**src/rtl/aes_key_schedule_if.sv**
```systemverilog
// Job request / round-key stream bundle between the key-schedule engine and its user.
interface aes_key_schedule_if;
  logic         start;
  logic [1:0]   key_len;
  logic [255:0] key_in;
  logic         abort;
  logic         busy;
  logic         rk_valid;
  logic         rk_ready;
  logic [127:0] rk_data;
  logic [3:0]   rk_idx;
  logic         rk_last;
  logic         err;

  // Master drives jobs and consumes round keys.
  modport master (
    output start, key_len, key_in, abort, rk_ready,
    input  busy, rk_valid, rk_data, rk_idx, rk_last, err
  );

  // Slave is the key-schedule engine.
  modport slave (
    input  start, key_len, key_in, abort, rk_ready,
    output busy, rk_valid, rk_data, rk_idx, rk_last, err
  );
endinterface

```
**src/rtl/aes_key_schedule.sv**
```systemverilog
// Sequential AES-128/192/256 key expansion: one schedule word per cycle through a
// single 4-byte S-box bank, packed into 128-bit round keys on a valid/ready stream.
module aes_key_schedule #(
  parameter int unsigned ENABLE_192 = 1,
  parameter int unsigned ENABLE_256 = 1
) (
  input logic              clk,
  input logic              rst_n,
  aes_key_schedule_if.slave kif
);

  typedef enum logic [1:0] {IDLE, GEN, FLUSH} state_t;

  localparam logic [7:0] SBOX [256] = '{
    8'h63,8'h7c,8'h77,8'h7b,8'hf2,8'h6b,8'h6f,8'hc5,8'h30,8'h01,8'h67,8'h2b,8'hfe,8'hd7,8'hab,8'h76,
    8'hca,8'h82,8'hc9,8'h7d,8'hfa,8'h59,8'h47,8'hf0,8'had,8'hd4,8'ha2,8'haf,8'h9c,8'ha4,8'h72,8'hc0,
    8'hb7,8'hfd,8'h93,8'h26,8'h36,8'h3f,8'hf7,8'hcc,8'h34,8'ha5,8'he5,8'hf1,8'h71,8'hd8,8'h31,8'h15,
    8'h04,8'hc7,8'h23,8'hc3,8'h18,8'h96,8'h05,8'h9a,8'h07,8'h12,8'h80,8'he2,8'heb,8'h27,8'hb2,8'h75,
    8'h09,8'h83,8'h2c,8'h1a,8'h1b,8'h6e,8'h5a,8'ha0,8'h52,8'h3b,8'hd6,8'hb3,8'h29,8'he3,8'h2f,8'h84,
    8'h53,8'hd1,8'h00,8'hed,8'h20,8'hfc,8'hb1,8'h5b,8'h6a,8'hcb,8'hbe,8'h39,8'h4a,8'h4c,8'h58,8'hcf,
    8'hd0,8'hef,8'haa,8'hfb,8'h43,8'h4d,8'h33,8'h85,8'h45,8'hf9,8'h02,8'h7f,8'h50,8'h3c,8'h9f,8'ha8,
    8'h51,8'ha3,8'h40,8'h8f,8'h92,8'h9d,8'h38,8'hf5,8'hbc,8'hb6,8'hda,8'h21,8'h10,8'hff,8'hf3,8'hd2,
    8'hcd,8'h0c,8'h13,8'hec,8'h5f,8'h97,8'h44,8'h17,8'hc4,8'ha7,8'h7e,8'h3d,8'h64,8'h5d,8'h19,8'h73,
    8'h60,8'h81,8'h4f,8'hdc,8'h22,8'h2a,8'h90,8'h88,8'h46,8'hee,8'hb8,8'h14,8'hde,8'h5e,8'h0b,8'hdb,
    8'he0,8'h32,8'h3a,8'h0a,8'h49,8'h06,8'h24,8'h5c,8'hc2,8'hd3,8'hac,8'h62,8'h91,8'h95,8'he4,8'h79,
    8'he7,8'hc8,8'h37,8'h6d,8'h8d,8'hd5,8'h4e,8'ha9,8'h6c,8'h56,8'hf4,8'hea,8'h65,8'h7a,8'hae,8'h08,
    8'hba,8'h78,8'h25,8'h2e,8'h1c,8'ha6,8'hb4,8'hc6,8'he8,8'hdd,8'h74,8'h1f,8'h4b,8'hbd,8'h8b,8'h8a,
    8'h70,8'h3e,8'hb5,8'h66,8'h48,8'h03,8'hf6,8'h0e,8'h61,8'h35,8'h57,8'hb9,8'h86,8'hc1,8'h1d,8'h9e,
    8'he1,8'hf8,8'h98,8'h11,8'h69,8'hd9,8'h8e,8'h94,8'h9b,8'h1e,8'h87,8'he9,8'hce,8'h55,8'h28,8'hdf,
    8'h8c,8'ha1,8'h89,8'h0d,8'hbf,8'he6,8'h42,8'h68,8'h41,8'h99,8'h2d,8'h0f,8'hb0,8'h54,8'hbb,8'h16
  };

  state_t       state_q, state_d;
  logic [255:0] key_q, key_d;       // remaining key words, consumed from the top
  logic [3:0]   nk_q, nk_d;
  logic [3:0]   nr_q, nr_d;
  logic [5:0]   i_q, i_d;           // index of the next word to produce
  logic [2:0]   mod_q, mod_d;       // i mod Nk, tracked incrementally
  logic [7:0]   rcon_q, rcon_d;     // Rcon value for the next i mod Nk == 0 word
  logic [1:0]   asm_q, asm_d;       // words already parked in the holding register
  logic [3:0]   r_q, r_d;           // round number of the key being assembled
  logic [127:0] rk_data_q, rk_data_d;
  logic [3:0]   rk_idx_q, rk_idx_d;
  logic         rk_valid_q, rk_valid_d;
  logic         rk_last_q, rk_last_d;
  logic         err_q, err_d;
  logic [31:0]  win_q [8];          // win_q[k] = w[i-1-k]
  logic [31:0]  hold_q [3];         // first three words of the round in progress

  logic [31:0] w_prev, w_old, sub_in, sub_out, temp, w_new;
  logic [2:0]  old_sel;
  logic        is_key, out_free, adv, load, last_word, len_ok, handshake;

  // w[i-Nk] sits at window slot Nk-1; Nk=8 wraps the 3-bit slot index to 7.
  assign old_sel   = nk_q[2:0] - 3'd1;
  assign w_prev    = win_q[0];
  assign w_old     = win_q[old_sel];
  assign is_key    = (i_q < {2'b00, nk_q});
  assign sub_in    = (mod_q == 3'd0) ? {w_prev[23:0], w_prev[31:24]} : w_prev;
  assign handshake = rk_valid_q && kif.rk_ready;
  assign out_free  = !rk_valid_q || kif.rk_ready;
  // The 4th word of a round may only be produced if the output register can take it.
  assign adv       = (state_q == GEN) && !kif.abort && ((asm_q != 2'd3) || out_free);
  assign load      = adv && (asm_q == 2'd3);
  assign last_word = (i_q == {nr_q, 2'b11});
  assign len_ok    = (kif.key_len == 2'b00) ||
                     ((kif.key_len == 2'b01) && (ENABLE_192 != 0)) ||
                     ((kif.key_len == 2'b10) && (ENABLE_256 != 0));

  // Shared 4-byte S-box bank.
  for (genvar gi = 0; gi < 4; gi++) begin : g_sbox
    assign sub_out[8*gi +: 8] = SBOX[sub_in[8*gi +: 8]];
  end

  // Schedule word recurrence for the current index.
  always_comb begin
    temp = w_prev;
    if (mod_q == 3'd0) begin
      temp = sub_out ^ {rcon_q, 24'h0};
    end else if ((nk_q == 4'd8) && (mod_q == 3'd4)) begin
      temp = sub_out;
    end
    w_new = is_key ? key_q[255:224] : (w_old ^ temp);
  end

  // FSM next state, word counters and output register updates.
  always_comb begin
    state_d    = state_q;
    key_d      = key_q;
    nk_d       = nk_q;
    nr_d       = nr_q;
    i_d        = i_q;
    mod_d      = mod_q;
    rcon_d     = rcon_q;
    asm_d      = asm_q;
    r_d        = r_q;
    rk_data_d  = rk_data_q;
    rk_idx_d   = rk_idx_q;
    rk_valid_d = rk_valid_q;
    rk_last_d  = rk_last_q;
    err_d      = 1'b0;
    if (kif.abort) begin
      state_d    = IDLE;
      rk_valid_d = 1'b0;
      rk_last_d  = 1'b0;
      asm_d      = 2'd0;
    end else begin
      if (handshake) begin
        rk_valid_d = 1'b0;
        rk_last_d  = 1'b0;
      end
      case (state_q)
        IDLE: begin
          if (kif.start) begin
            if (len_ok) begin
              key_d   = kif.key_in;
              nk_d    = (kif.key_len == 2'b00) ? 4'd4  : (kif.key_len == 2'b01) ? 4'd6  : 4'd8;
              nr_d    = (kif.key_len == 2'b00) ? 4'd10 : (kif.key_len == 2'b01) ? 4'd12 : 4'd14;
              i_d     = 6'd0;
              mod_d   = 3'd0;
              rcon_d  = 8'h01;
              asm_d   = 2'd0;
              r_d     = 4'd0;
              state_d = GEN;
            end else begin
              err_d = 1'b1;
            end
          end
        end
        GEN: begin
          if (adv) begin
            i_d   = i_q + 6'd1;
            key_d = {key_q[223:0], 32'h0};
            mod_d = ({1'b0, mod_q} == (nk_q - 4'd1)) ? 3'd0 : mod_q + 3'd1;
            if (!is_key && (mod_q == 3'd0)) begin
              rcon_d = {rcon_q[6:0], 1'b0} ^ (rcon_q[7] ? 8'h1b : 8'h00);
            end
            if (load) begin
              rk_data_d  = {hold_q[0], hold_q[1], hold_q[2], w_new};
              rk_idx_d   = r_q;
              rk_last_d  = (r_q == nr_q);
              rk_valid_d = 1'b1;
              r_d        = r_q + 4'd1;
              asm_d      = 2'd0;
            end else begin
              asm_d = asm_q + 2'd1;
            end
            if (last_word) begin
              state_d = FLUSH;
            end
          end
        end
        FLUSH: begin
          if (handshake) begin
            state_d = IDLE;
          end
        end
        default: state_d = IDLE;
      endcase
    end
  end

  // Control and output state registers.
  always_ff @(posedge clk or negedge rst_n) begin
    if (!rst_n) begin
      state_q    <= IDLE;
      key_q      <= '0;
      nk_q       <= 4'd4;
      nr_q       <= 4'd10;
      i_q        <= '0;
      mod_q      <= '0;
      rcon_q     <= 8'h01;
      asm_q      <= '0;
      r_q        <= '0;
      rk_data_q  <= '0;
      rk_idx_q   <= '0;
      rk_valid_q <= 1'b0;
      rk_last_q  <= 1'b0;
      err_q      <= 1'b0;
    end else begin
      state_q    <= state_d;
      key_q      <= key_d;
      nk_q       <= nk_d;
      nr_q       <= nr_d;
      i_q        <= i_d;
      mod_q      <= mod_d;
      rcon_q     <= rcon_d;
      asm_q      <= asm_d;
      r_q        <= r_d;
      rk_data_q  <= rk_data_d;
      rk_idx_q   <= rk_idx_d;
      rk_valid_q <= rk_valid_d;
      rk_last_q  <= rk_last_d;
      err_q      <= err_d;
    end
  end

  // Sliding window of the most recent words, newest in slot 0.
  always_ff @(posedge clk or negedge rst_n) begin
    if (!rst_n) begin
      for (int k = 0; k < 8; k++) win_q[k] <= '0;
    end else if (adv) begin
      win_q[0] <= w_new;
      for (int k = 1; k < 8; k++) win_q[k] <= win_q[k-1];
    end
  end

  for (genvar gi = 0; gi < 3; gi++) begin : g_hold
    // Park word gi of the current round until the 4th word completes it.
    always_ff @(posedge clk or negedge rst_n) begin
      if (!rst_n) begin
        hold_q[gi] <= '0;
      end else if (adv && !load && (asm_q == 2'(gi))) begin
        hold_q[gi] <= w_new;
      end
    end
  end

  assign kif.busy     = (state_q != IDLE);
  assign kif.rk_valid = rk_valid_q;
  assign kif.rk_data  = rk_data_q;
  assign kif.rk_idx   = rk_idx_q;
  assign kif.rk_last  = rk_last_q;
  assign kif.err      = err_q;

endmodule

```
**src/flat_wrapper.sv**
```systemverilog
// flat-port wrapper written by rule: the top's interface ports become plain ports
module aes_key_schedule_flat 
#(
  parameter int unsigned ENABLE_192 = 1,
  parameter int unsigned ENABLE_256 = 1
)
  (clk, rst_n, kif_start, kif_key_len, kif_key_in, kif_abort, kif_rk_ready, kif_busy, kif_rk_valid, kif_rk_data, kif_rk_idx, kif_rk_last, kif_err);
  aes_key_schedule_if kif_i ();
  input logic clk;
  input logic rst_n;
  input wire logic [$bits(kif_i.start)-1:0] kif_start;
  input wire logic [$bits(kif_i.key_len)-1:0] kif_key_len;
  input wire logic [$bits(kif_i.key_in)-1:0] kif_key_in;
  input wire logic [$bits(kif_i.abort)-1:0] kif_abort;
  input wire logic [$bits(kif_i.rk_ready)-1:0] kif_rk_ready;
  output wire logic [$bits(kif_i.busy)-1:0] kif_busy;
  output wire logic [$bits(kif_i.rk_valid)-1:0] kif_rk_valid;
  output wire logic [$bits(kif_i.rk_data)-1:0] kif_rk_data;
  output wire logic [$bits(kif_i.rk_idx)-1:0] kif_rk_idx;
  output wire logic [$bits(kif_i.rk_last)-1:0] kif_rk_last;
  output wire logic [$bits(kif_i.err)-1:0] kif_err;
  assign kif_i.start = kif_start;
  assign kif_i.key_len = kif_key_len;
  assign kif_i.key_in = kif_key_in;
  assign kif_i.abort = kif_abort;
  assign kif_i.rk_ready = kif_rk_ready;
  assign kif_busy = kif_i.busy;
  assign kif_rk_valid = kif_i.rk_valid;
  assign kif_rk_data = kif_i.rk_data;
  assign kif_rk_idx = kif_i.rk_idx;
  assign kif_rk_last = kif_i.rk_last;
  assign kif_err = kif_i.err;
  aes_key_schedule #(.ENABLE_192(ENABLE_192), .ENABLE_256(ENABLE_256)) u_core (.clk(clk), .rst_n(rst_n), .kif(kif_i));
endmodule
```
**config.mk**
```make
export PLATFORM = sky130hd
export DESIGN_NAME = aes_key_schedule_flat
export DESIGN_NICKNAME = d
export VERILOG_FILES = /design/src/rtl/aes_key_schedule_if.sv /design/src/rtl/aes_key_schedule.sv /design/src/flat_wrapper.sv
export SDC_FILE = /design/constraint.sdc
export NUM_CORES = 2
export LEC_CHECK = 0
export BUFFER_PORTS_ARGS = -buffer_cell sky130_fd_sc_hd__buf_2
export CAP_MARGIN = 20
export CORE_ASPECT_RATIO = 0.5
export CORE_MARGIN = 2
export CORE_UTILIZATION = 35
export CTS_CLUSTER_SIZE = 12
export DETAILED_ROUTE_END_ITERATION = 10
export PLACE_DENSITY_LB_ADDON = 0.12
export SLEW_MARGIN = 20
export SYNTH_ARGS = -nofsm -noshare
export SYNTH_HDL_FRONTEND = slang
export SYNTH_SLANG_ARGS = --single-unit
```
**constraint.sdc**
```tcl
create_clock -name clk -period 13.5 [get_ports clk]
set_clock_uncertainty 0.05 [all_clocks]
set_input_delay 2.7 -clock clk [delete_from_list [all_inputs] [get_ports clk]]
set_output_delay 2.7 -clock clk [all_outputs]
set_load 0.1 [all_outputs]
```
==> flow_metrics.py <==
metrics = {
    "finish": {
        "multi_input_area_um2": 25400,
        "layout-drive-gt1-share_pct": 13.9,
        "final_common_cell": "nand2_1",
        "register_area_um2": 19300,
        "syn2layout_area_growth_pct": 12.6,
        "finalNonFillerCells": 7826,
        "fin_nets": 6273,
        "nFillCells": 13993,
        "layout_common_cells": "nand2_1 (1,782), dfrtp_1 (769), nor2_1 (535), buf_2 (397), a31oi_1 (284)",
    },
    "critical_path": {
        "reg2reg_from": "u_core.mod_q[0]",
        "critPathLaunchType": "flop",
        "critPathArrivalTime_ps": 7440,
        "crit_type": "flop to flop",
        "crit_required_ps": 13990,
        "r2r_slack_ps": 6550,
        "critPathCaptureType": "flop",
        "reg2regPathDepth": 17,
        "critPathMaxFanout": 62,
        "r2r-end": "u_core.hold_q[82]",
    },
    "synthesis": {
        "synthCells": 5895,
        "ys_seq_area_share_pct": 41.2,
        "synth_area_um2": 47000,
        "synthArstFlopShare_pct": 100,
        "yosysWarnings": 0,
        "synth_ff_type": "dfrtp_1",
        "synth_nets": 6202,
        "synth_seq_cells": 773,
        "synth_edf_count": 0,
        "synth_cell_type_count": 99,
        "postSynthAreaPerCell_um2": 7.97,
    },
    "floorplanning": {
        "initial_core_util_pct": 35.1,
        "fp.dieW_um": 522,
        "die_y_um": 263,
        "core.rowCount": 95,
        "ios": 399,
        "die-area_um2": 137000,
        "core-area_um2": 134000,
    },
    "min_path": {
        "min_to": "u_core.win_q[131]",
        "hold_path.startpoint": "u_core.win_q[163]",
        "hold_path.class": "flop to flop",
        "min_path_cells": 2,
    },
    "detailed_routing": {
        "via_count": 47795,
        "postRouteAntennaNets": 0,
        "dr.pass1.iters": 10,
        "vias_per_cell": 6.11,
        "drt_wl_total_mm": 220,
        "drc": 0,
        "first_iter_violations": 6536,
        "wl_per_cell_um": 28.1,
    },
    "timing": {
        "max_freq_mhz": 144,
        "fin_ws_ps": 6550,
        "worstMarginPinSlew_ps": 1240,
        "slew_violations": 0,
        "setup_viol": 0,
        "hold_viol_final": 0,
        "slew_headroom_pct": 17.3,
        "holdWs_ps": 402,
        "fin_tns_setup_ps": 0,
        "rsz0062_at_grt": "false",
        "period_share_pct": 51.5,
        "layout_min_cycle_time_ps": 6950,
    },
    "global_route": {
        "grt_usage_pct": 31.3,
        "overflow": 0,
        "grt_max_degree": 234,
        "antenna_found_initial": 36,
        "grt_pass1_wl_mm": 325,
        "first_global_vias": 46345,
    },
    "placement": {
        "place_ws_ps": 6700,
        "place_congestion": 0.946,
        "dp.cells": 7675,
        "hpwl_mm": 151,
        "portBuffers": 398,
    },
    "pwr": {
        "leakagePower_nw": 23.8,
        "power_mw": 17.5,
        "cellPowerDensity_nw_per_um2": 330,
        "ir_worst_vdd_mv": 0.220,
    },
    "clock_tree": {
        "path_clk_slew_ps": 70,
        "cts_setup_buffers": 0,
        "cts_tree": "yes",
        "cts-root-buf": "clkbuf_16",
        "insertion_delay_ps": 700,
        "clock-sinks": 773,
        "cts.repair.resized": 0,
        "cts_made_buffers": 82,
        "h-tree-depth": 3,
        "cts_hold_buf": 0,
        "cts_buffer_depth": 3,
    },
    "flow_run": {
        "maxCapViolCount": 0,
    },
    "status": {
        "outcome": "finished clean",
    },
}
[cell usage after synthesis, types with 23 or more instances]
cell type     n  area share [%]
ha_1         44             1.2
mux2_2       65             1.6
o211ai_1     92             1.5
o31ai_1      70             1.1
xnor2_1      38            0.71
nand3_1      88            0.94
o21ai_0     224             2.4
a21oi_1     255             2.7
mux4_2       34             1.6
o221ai_1     36            0.67
buf_1        27            0.22
inv_1        38            0.30
a211oi_1    102             1.6
clkbuf_1    357             2.9
mux2i_1      66             1.4
a21o_1       26            0.42
a311oi_1     32            0.60
dfrtp_1     770              41
a221oi_1     43            0.80
a31oi_1     284             3.8
o22a_1       28            0.52
a22o_1       68             1.3
and3_1       23            0.31
o22ai_1      34            0.45
nor3_1       78            0.83
nor2_1      538             4.3
o311ai_0     39            0.73
buf_2       134             1.4
nand2_1    1785              14
[metrics by stage]
| step | instance area, um2 | utilization (%) |
|---|---|---|
| finish | 52900 | 39.5 |
| global route | 52900 | 39.5 |
| CTS | 52800 | 39.5 |
| detailed placement | 50200 | 37.5 |
| global placement | 50200 | 37.5 |
| floorplan | 47000 | - |
[worst max path at each step]
stage	endpoint	from	cells past startpoint
4_1_cts	u_core.kif.rk_data[21]	u_core.mod_q[0]	17
5_1_grt	u_core.hold_q[85]	u_core.mod_q[0]	17
6_report	u_core.hold_q[82]	u_core.mod_q[0]	17
3_3_place_gp	u_core.hold_q[18]	u_core.mod_q[0]	17
2_1_floorplan	u_core.key_q[165]	kif_abort	7
3_5_place_dp	u_core.kif.rk_data[21]	u_core.mod_q[0]	17
[sequential cells by signal, summed over array words and instances (netlist names)]
signal and cells:
u_core.r_q 4, u_core.win_q 224, u_core.key_q 256, u_core.kif.rk_valid 1
u_core.nr_q 2, u_core.hold_q 96, u_core.i_q 6, u_core.w_prev 32
u_core.asm_q 2, u_core.rcon_q 8, u_core.kif.rk_idx 4, u_core.kif.rk_last 1
u_core.mod_q 3, u_core.kif.rk_data 128, u_core.kif.err 1, u_core.state_q 2
u_core.nk_q 3
[worst max-delay path: stages, from the launching register on]
cell      delay, ps
dfrtp_1         410
inv_1           100
ha_1            140
buf_4           370
nand2b_4        560
mux2_2          730
inv_1           610
ha_1            790
a211oi_1        850
a211oi_1        100
a311oi_1        290
a31oi_1          70
o21ai_0         230
o21ai_0         100
a21oi_1         370
xnor2_1         150
nor2_1          580
o31ai_1         170
[cell type report]
| cell class | count | area share, % |
|---|---|---|
| inverter | 43 | 0.305 |
| tap | 1794 | 4.24 |
| timing repair buffer | 532 | 5.82 |
| clock buffer | 122 | 4.62 |
| antenna | 17 | 0.0804 |
| multi-input combinational | 4534 | 48.1 |
| clock inverter | 11 | 0.298 |
| sequential | 773 | 36.6 |
[power breakdown]
part	switching, mW	internal [mW]
combinational	8.29	3.37
sequential	0.581	2.93
clock	0.992	1.29
[cell families (layout without fill, tap and decap cells)]
family,after synthesis,count (layout),share of synthesized area [%]
adder cells (fa/ha/maj),45,45,1.19
AND/OR/NAND/NOR,2679,2679,23.2
AO/OA/AOI/OAI,1584,1584,23.3
XOR/XNOR,58,58,1.08
multiplexers,168,168,4.68
buffers and inverters,588,708,5.33
flip-flops,773,773,41.2
other,0,17,0
[per-layer routing]
metal  global-route usage, %  vias to the layer above  wire length (um)
met4                    8.78                       24              6470
met1                    44.5                    24058             97500
li1                        -                    21053                 -
met3                    6.87                      431             19100
met2                    47.6                     2229             96900
met5                       0                        -               160
No activity file was read; power rests on OpenSTA's default activity.
